## src/rtl/mc_seq_pkg.sv

```systemverilog
// Shared codes for the multicycle bus sequencer: phase/state codes, decoder
// instruction classes and a small class helper.
package mc_seq_pkg;

    localparam int unsigned NUM_STATES = 7;
    localparam int unsigned STATE_W    = $clog2(NUM_STATES);

    typedef enum logic [STATE_W-1:0] {
        ST_IF   = 3'd0,
        ST_ID   = 3'd1,
        ST_EX   = 3'd2,
        ST_MEM  = 3'd3,
        ST_WB   = 3'd4,
        ST_HALT = 3'd5,
        ST_ERR  = 3'd6
    } state_e;

    typedef enum logic [2:0] {
        CLS_ALU    = 3'd0,
        CLS_LOAD   = 3'd1,
        CLS_STORE  = 3'd2,
        CLS_BRANCH = 3'd3,
        CLS_JUMP   = 3'd4,
        CLS_JAL    = 3'd5,
        CLS_HALT   = 3'd6,
        CLS_ILL    = 3'd7
    } cls_e;

    function automatic logic is_mem_cls(input cls_e c);
        return (c == CLS_LOAD) || (c == CLS_STORE);
    endfunction

endpackage

```

## src/rtl/mc_wait_timer.sv

```systemverilog
// Down-counting wait timer: reloads on clear, counts while enabled and flags
// the cycle in which the LIMIT-th consecutive enabled cycle occurs.
module mc_wait_timer #(
    parameter int unsigned LIMIT = 255,
    parameter int unsigned W     = $clog2(LIMIT + 1)
) (
    input  logic clk,
    input  logic rst,
    input  logic clr,
    input  logic en,
    output logic expired
);

    logic [W-1:0] cnt_r;

    // Remaining wait budget; saturates at zero.
    always_ff @(posedge clk) begin
        if (!rst) begin
            cnt_r <= W'(LIMIT);
        end else if (clr) begin
            cnt_r <= W'(LIMIT);
        end else if (en && (cnt_r != '0)) begin
            cnt_r <= cnt_r - W'(1);
        end else begin
            cnt_r <= cnt_r;
        end
    end

    assign expired = en && !clr && (cnt_r == W'(1));

endmodule

```

## src/rtl/mc_bus_sequencer.sv

```systemverilog
// Multicycle IF/ID/EX/MEM/WB phase sequencer with req/ack memory handshakes.
// Optional wait timeout is built only when MC_SEQ_TIMEOUT_EN is defined.
module mc_bus_sequencer
    import mc_seq_pkg::*;
#(
    parameter int unsigned ADDR_W    = 32,
    parameter int unsigned DATA_W    = 32,
    parameter int unsigned TO_CYCLES = 255,
    parameter int unsigned CNT_W     = 32
) (
    input  logic              clk,
    input  logic              rst,
    input  logic [2:0]        cls_i,
    input  logic [ADDR_W-1:0] pc_i,
    output logic              imem_req,
    output logic [ADDR_W-1:0] imem_addr,
    input  logic              imem_ack,
    input  logic [DATA_W-1:0] imem_rdata,
    output logic              dmem_req,
    output logic              dmem_we,
    input  logic              dmem_ack,
    output logic [DATA_W-1:0] ir_o,
    output logic              pc_we,
    output logic              lat_we,
    output logic              reg_we,
    output logic [2:0]        phase_o,
    output logic [CNT_W-1:0]  instr_cnt_o,
    output logic              halted_o,
    output logic              err_o
);

    state_e state_r;
    state_e state_s;
    cls_e   cls_r;
    cls_e   cls_in_s;
    logic   run_r;
    logic   fetch_done_s;
    logic   mem_done_s;
    logic   timeout_s;

    assign cls_in_s     = cls_e'(cls_i);
    // Acks only count while the matching request is actually up.
    assign fetch_done_s = imem_req && imem_ack;
    assign mem_done_s   = dmem_req && dmem_ack;

`ifdef MC_SEQ_TIMEOUT_EN
    logic wait_s;
    assign wait_s = (imem_req && !imem_ack) || (dmem_req && !dmem_ack);

    mc_wait_timer #(
        .LIMIT (TO_CYCLES)
    ) u_wait_timer (
        .clk     (clk),
        .rst     (rst),
        .clr     (!wait_s),
        .en      (wait_s),
        .expired (timeout_s)
    );
`else
    logic unused_to_s;
    assign unused_to_s = (TO_CYCLES == 32'd0);
    assign timeout_s   = 1'b0;
`endif

    // State register; run_r keeps every request low while reset is held.
    always_ff @(posedge clk) begin
        if (!rst) begin
            state_r <= ST_IF;
            run_r   <= 1'b0;
        end else begin
            state_r <= state_s;
            run_r   <= 1'b1;
        end
    end

    // Next-state decode.
    always_comb begin
        state_s = state_r;
        case (state_r)
            ST_IF: begin
                if (fetch_done_s)   state_s = ST_ID;
                else if (timeout_s) state_s = ST_ERR;
                else                state_s = ST_IF;
            end
            ST_ID: begin
                case (cls_in_s)
                    CLS_ALU, CLS_LOAD, CLS_STORE, CLS_BRANCH: state_s = ST_EX;
                    CLS_JUMP: state_s = ST_IF;
                    CLS_JAL:  state_s = ST_WB;
                    CLS_HALT: state_s = ST_HALT;
                    default:  state_s = ST_ERR;
                endcase
            end
            ST_EX: begin
                if (cls_r == CLS_ALU)         state_s = ST_WB;
                else if (is_mem_cls(cls_r))   state_s = ST_MEM;
                else if (cls_r == CLS_BRANCH) state_s = ST_IF;
                else                          state_s = ST_ERR;
            end
            ST_MEM: begin
                if (mem_done_s)     state_s = (cls_r == CLS_LOAD) ? ST_WB : ST_IF;
                else if (timeout_s) state_s = ST_ERR;
                else                state_s = ST_MEM;
            end
            ST_WB:   state_s = ST_IF;
            ST_HALT: state_s = ST_HALT;
            ST_ERR:  state_s = ST_ERR;
            default: state_s = ST_ERR;
        endcase
    end

    // Output decode; HALT and ERR leave every enable and request low.
    always_comb begin
        imem_req = 1'b0;
        dmem_req = 1'b0;
        dmem_we  = 1'b0;
        pc_we    = 1'b0;
        lat_we   = 1'b0;
        reg_we   = 1'b0;
        case (state_r)
            ST_IF: begin
                imem_req = run_r;
            end
            ST_ID: begin
                lat_we = 1'b1;
                pc_we  = (cls_in_s == CLS_JUMP);
            end
            ST_EX: begin
                lat_we = 1'b1;
                pc_we  = (cls_r == CLS_BRANCH);
            end
            ST_MEM: begin
                dmem_req = 1'b1;
                dmem_we  = (cls_r == CLS_STORE);
                lat_we   = dmem_ack && (cls_r == CLS_LOAD);
                pc_we    = dmem_ack && (cls_r == CLS_STORE);
            end
            ST_WB: begin
                reg_we = 1'b1;
                pc_we  = 1'b1;
            end
            default: begin
                imem_req = 1'b0;
            end
        endcase
    end

    assign imem_addr = imem_req ? pc_i : {ADDR_W{1'b0}};
    assign phase_o   = state_r;
    assign halted_o  = (state_r == ST_HALT);
    assign err_o     = (state_r == ST_ERR);

    // Instruction register, latched class and retired-instruction counter.
    always_ff @(posedge clk) begin
        if (!rst) begin
            ir_o        <= {DATA_W{1'b0}};
            cls_r       <= CLS_ALU;
            instr_cnt_o <= {CNT_W{1'b0}};
        end else begin
            if (fetch_done_s) ir_o <= imem_rdata;
            else              ir_o <= ir_o;
            if (state_r == ST_ID) cls_r <= cls_in_s;
            else                  cls_r <= cls_r;
            if (pc_we) instr_cnt_o <= instr_cnt_o + CNT_W'(1);
            else       instr_cnt_o <= instr_cnt_o;
        end
    end

endmodule

```

## config.mk

```make
export PLATFORM = sky130hd
export DESIGN_NAME = mc_bus_sequencer
export DESIGN_NICKNAME = d
export VERILOG_FILES = /design/src/rtl/mc_seq_pkg.sv /design/src/rtl/mc_wait_timer.sv /design/src/rtl/mc_bus_sequencer.sv
export SDC_FILE = /design/constraint.sdc
export NUM_CORES = 1
export LEC_CHECK = 0
export CAP_MARGIN = 20
export CORE_ASPECT_RATIO = 0.7
export CORE_MARGIN = 2
export CORE_UTILIZATION = 40
export DETAILED_ROUTE_END_ITERATION = 8
export PLACE_DENSITY = 0.88
export SYNTH_ARGS = -nofsm -noshare
export SYNTH_HDL_FRONTEND = slang
export SYNTH_SLANG_ARGS = --single-unit
export TNS_END_PERCENT = 50
```

## constraint.sdc

```tcl
create_clock -name clk -period 2.8 [get_ports clk]
set_clock_uncertainty 0.1 [all_clocks]
set_input_delay 0.84 -clock clk [delete_from_list [all_inputs] [get_ports clk]]
set_output_delay 0.84 -clock clk [all_outputs]
set_load 0.01 [all_outputs]
```

==> results.yml, run 1 <==
logic_synthesis:
  async_flop_share_pct: 0
  synth_cell_types: 50
  synth_top_area_share_pct: 40.7
  syn_area_per_cell_um2: 8.19
  seq_area_frac_synth_pct: 40.7
  netlist_area_um2: 3490
  ys_warn_count: 0
  syn_nets: 498
  synthFlopType: "dfxtp_1"
  synth_area_leaders: "dfxtp_1 41%, nand2_1 9.0%, a21oi_1 7.9%, and2_1 6.5%, xnor2_1 5.5%"
  synthCells: 426
  synth_edf_count: 0
  synth.ff_latch_count: 71
  synth_top_area_cell: "dfxtp_1"
grt:
  grt_usage_pct: 24.3
  grt_start_max_net_pins: 38
  overflow: 0
  grt_pass1_vias: 3506
  grt_pass1_wl_mm: 18.0
  antenna_found_initial: 0
die:
  dieArea_um2: 9500
  dieWidth_um: 116
  initial_core_util_pct: 41.2
  die_h_um: 82.1
  placementRows: 28
  ios: 178
  core-area_um2: 8480
power_and_ir_drop:
  p_per_area_nw_per_um2: 470
  p_leak_nw: 2.18
  switching_share_pct: 25.6
  pwr-share-comb_pct: 16.9
  p_sw_mw: 0.696
  seq_power_share_pct: 39.3
  p_clk_share_pct: 43.8
  internal_power_mw: 2.03
  max-vdd-ir-drop_mv: 0.390
sta:
  setup-violations-final: 0
  whs_ns: 0.353
  grt_setup_unrepaired: "no"
  worst_pin_slew_ns: 0.379
  period_share_pct: 98.0
  slew_violations: 0
  max_freq_mhz: 365
  finalHoldViolations: 0
  fin_crit_ns: 2.74
  slew_headroom_pct: 74.6
critical_path:
  critPathTopFamily: "buffers and inverters"
  slowest_stage: "clkdlybuf4s50_1"
  arrival_ns: 1.80
  crit_chain: "buf_4, nor3b_2, clkdlybuf4s50_1"
  crit_buf_inv: 2
  worstSetupEndpointType: "output port"
  max_stage_delay_ns: 0.61
  crit_fanout: 8
  worstSetupPathType: "reg2out"
  startpoint_type: "register"
  critical_path_required_ns: 1.86
cts:
  clk_pin_slew_worst_paths_ns: 0.06
  clock_latency_ns: 0.34
  cts_tree: "built"
  cts_buffer_depth: 2
  cts_made_buffers: 9
  clock-root-buffer: "clkbuf_16"
  h-tree-depth: 3
  cts.sinks: 71
finish:
  most-common-layout-cells: "137 x clkdlybuf4s50_1, 84 x nand2_1, 68 x dfxtp_1, 55 x a21oi_1"
  syn_to_final_growth_pct: 66.2
  final_area_um2: 5800
  layout_commonest_cell: "clkdlybuf4s50_1"
  layout.nets: 684
  fillers: 704
  drive_gt1_share_pct: 12.0
  diodes: 0
  layout.cells.non_filler: 737
run:
  drv_cap: 0
place:
  place_area_um2: 5510
  dp.cells: 720
  place.gp.congestion: 0.847
  io_buffer_count: 177
  hpwl_mm: 8.70
hold_path:
  hold_class: "reg2reg"
outcome:
  status: "complete, no violations"
route:
  dr.pass1.iters: 5
  drc: 0
  drt-wirelength-per-cell_um: 15.9
  vias_per_cell: 5.06
  vias: 3729
  drt_iter0_drc: 313
  wirelength_mm: 11.8
  ant_nets: 0
## worst paths after layout
path	end	cells past startpoint	slack, ns	startpoint
worst max-delay path	reg_we	3	0.06	phase_o[2]
worst min-delay path	ir_o[27]	2	0.35	ir_o[27]
worst max register to register	instr_cnt_o[16]	5	0.52	instr_cnt_o[2]
worst min register to register	ir_o[27]	2	0.35	ir_o[27]
## through the flow
stage               utilization, %  worst slack, ns  total power [mW]  TNS, ns
floorplan                        -            0.115              1.27        0
global placement              65.0           -0.607              1.56    -3.94
detailed placement            65.0           -0.614              1.58    -4.17
CTS                           68.3           0.0205              2.74        0
global route                  68.4          0.00390              2.83        0
finish                        68.4           0.0572              2.72        0
## flip-flops by register name, indices dropped and copies added (netlist names)
| signal | count |
|---|---|
| cls_r | 3 |
| instr_cnt_o | 32 |
| ir_o | 32 |
| phase_o | 3 |
| run_r | 1 |
## cell type report
type                            instances  area [µm²]  share of cell area (%)
Tap cell                              120         150                    2.59
Timing Repair Buffer                  203        1940                    33.5
Clock inverter                          6        75.1                    1.29
Multi-Input combinational cell        319        1940                    33.4
Clock buffer                           10         239                    4.12
Sequential cell                        71        1430                    24.6
Inverter                                8        30.0                   0.518
## power groups by stage
| stage | logic [mW] | registers (mW) | clock network, mW |
|---|---|---|---|
| 3_5_place_dp | 0.486 | 1.09 | 0 |
| 5_1_grt | 0.499 | 1.07 | 1.26 |
| 3_3_place_gp | 0.477 | 1.09 | 0 |
| 2_1_floorplan | 0.170 | 1.10 | 0 |
| 6_report | 0.462 | 1.07 | 1.19 |
| 4_1_cts | 0.461 | 1.07 | 1.21 |
## metal layers
layer	part of all wire, %	wire length (µm)	global-route usage, %
met5	0	0	0
met4	1.3	153	7.38
met3	7.2	849	6.93
met2	48	5690	37.9
met1	43	5060	32.7
## logic make-up after synthesis
group           share of synthesized area, %
flops                                   40.7
simple gates                            30.3
compound gates                          18.3
fa+ha+maj                              0.358
xor+xnor                                5.77
buf+inv                                 4.55
## worst reg2reg max path: stages (launching register included)
cell	delay, ns
dfxtp_1	0.42
and4_1	0.41
nand2_2	0.26
or2_2	0.40
or4_1	0.47
a21oi_1	0.14
## synth_stat cells (2+ instances only)
cell type	count
nand2_1	84
dfxtp_1	71
a21oi_1	55
and2_1	36
nor2_1	31
xnor2_1	22
clkbuf_1	17
inv_1	8
nand4_1	8
a2111oi_2	7
buf_2	7
nand3_1	7
a211oi_1	6
o21ai_0	6
and4_1	5
and3_1	3
nand3b_1	3
nor2b_1	3
o21a_1	3
o31ai_1	3
or4_1	3
a21bo_2	2
a31oi_1	2
buf_1	2
buf_6	2
nand2b_1	2
nand4_4	2
nor3_1	2
nor3b_1	2
o41ai_1	2
## repair_timing
item,4_1_cts,5_1_grt
setup endpoints to repair,38,4
setup buffers,1,0
pin swaps,2,2
gates resized for setup,52,4
hold buffers,0,0
(Power assumes the default switching activity.)
==> run 2, diff against run 1 <==
Settings changed: PLACE_DENSITY 0.88 to 0.92.
==> results.yml, run 2 (same netlist as run 1, synthesis figures left out) <==
sta:
  slew_violations: 0
  fin_ws_ns: 0.0763
  fin_tns_setup_ns: 0
  period_share_pct: 97.3
  grt_setup_unrepaired: "no"
  worst_pin_slew_ns: 0.489
  slew_headroom_pct: 67.4
  whs_ns: 0.353
  finalHoldViolations: 0
  fin_crit_ns: 2.72
  setup-violations-final: 0
  max_freq_mhz: 367
finish:
  most-common-layout-cells: "138 x clkdlybuf4s50_1, 84 x nand2_1, 69 x dfxtp_1, 55 x a21oi_1, 35 x and2_1"
  multiInputGateArea_um2: 1930
  syn_to_final_growth_pct: 67.2
  reg_top3: "instr_cnt_o (32), ir_o (32)"
  drive_gt1_share_pct: 16.6
  ff_latch_area_um2: 1430
  diodes: 0
  fillers: 694
  layout_commonest_cell: "clkdlybuf4s50_1"
  finish.utilization_pct: 68.8
  layout.nets: 687
cts:
  cts_tree: "built"
  cts_hold_buf: 0
  cts_made_buffers: 9
  cts.sinks: 71
  cts_buffer_depth: 2
  clock-root-buffer: "clkbuf_16"
  clk_pin_slew_worst_paths_ns: 0.06
  h-tree-depth: 3
  clock_latency_ns: 0.33
route:
  drt_iter0_drc: 234
  drc: 0
  vias_per_cell: 5.02
  wirelength_mm: 11.5
  ant_nets: 0
  drt-wirelength-per-cell_um: 15.6
  dr.pass1.iters: 5
  vias: 3715
die:
  dieArea_um2: 9500
  ios: 178
  initial_core_util_pct: 41.2
  placementRows: 28
  core-area_um2: 8480
  die_h_um: 82.1
  dieWidth_um: 116
place:
  place.gp.congestion: 0.871
  io_buffer_count: 177
  hpwl_mm: 8.59
  dp_slack_ns: -0.625
grt:
  antenna_found_initial: 0
  grt_pass1_wl_mm: 17.7
  overflow: 0
  grt_pass1_vias: 3489
  grt_usage_pct: 23.6
  grt_start_max_net_pins: 45
outcome:
  status: "complete, no violations"
hold_path:
  holdPathStages: 2
  hold_class: "reg2reg"
critical_path:
  crit_fanout: 18
  critical_path_required_ns: 1.86
  worstSetupEndpointType: "output port"
  startpoint_type: "register"
  arrival_ns: 1.78
  ff2ff_path_depth: 5
  worstSetupPathType: "reg2out"
power_and_ir_drop:
  max-vdd-ir-drop_mv: 0.451
  total_power_mw: 2.77
  p_per_area_nw_per_um2: 475
  p_leak_nw: 2.12
run:
  drv_cap: 0
==> run 2: cell count changes in the layout (fill, tap and decap cells not counted), sizes merged, moves of 2 or more <==
cell,change
clkdlybuf4s15,+16
inv,-2
clkbuf,+12
clkinvlp,+2
buf,+4
dlygate4sd2,-34
dlymetal6s2s,+2
==> run 2: worst paths after layout <==
path	from	slack, ns	to
worst max register to register	instr_cnt_o[2]	0.38	instr_cnt_o[25]
worst max-delay path	phase_o[2]	0.08	imem_addr[11]
worst min register to register	ir_o[31]	0.35	ir_o[31]
worst min-delay path	ir_o[31]	0.35	ir_o[31]
==> run 2: repair_timing <==
action	in CTS	in global routing
resized for setup	72	45
endpoints found under the hold margin	0	0
cloned	1	0
endpoints found under the setup margin	35	35
setup buffers	2	2
pin swaps	3	2
==> run 2: layout make-up <==
| type | instances | share of cell area, % |
|---|---|---|
| repair buffers | 206 | 33.8 |
| clock buffers | 9 | 3.86 |
| well taps | 120 | 2.57 |
| clock inverters | 7 | 1.65 |
| inverters | 8 | 0.515 |
| flip-flops and latches | 71 | 24.5 |
| multi-input cells | 319 | 33.1 |
==> run 2: where the power goes <==
group / switching, mW / internal, mW
clock: 0.444 / 0.781
sequential: 0.0226 / 1.04
combinational: 0.212 / 0.269
total: 0.679 / 2.09
==> run 2: critical path, stage by stage, from the launching register on <==
cell and delay, ns:
dfxtp_4 0.36, buf_4 0.15, nor4b_4 0.26, buf_6 0.17
buf_12 0.13, and2_1 0.13, clkdlybuf4s15_1 0.25
==> run 2: stage by stage <==
stage,instances,cell area [µm²]
CTS,738,5850
detailed placement,719,5490
finish,740,5840
global placement,719,5490
global route,740,5840
floorplan,426,3490
==> run 2: metal layers <==
metal	share of wire [%]	track usage [%]
met1	45	32.6
met2	49	36.7
met3	5.9	6.20
met4	0.95	6.79
met5	0	0
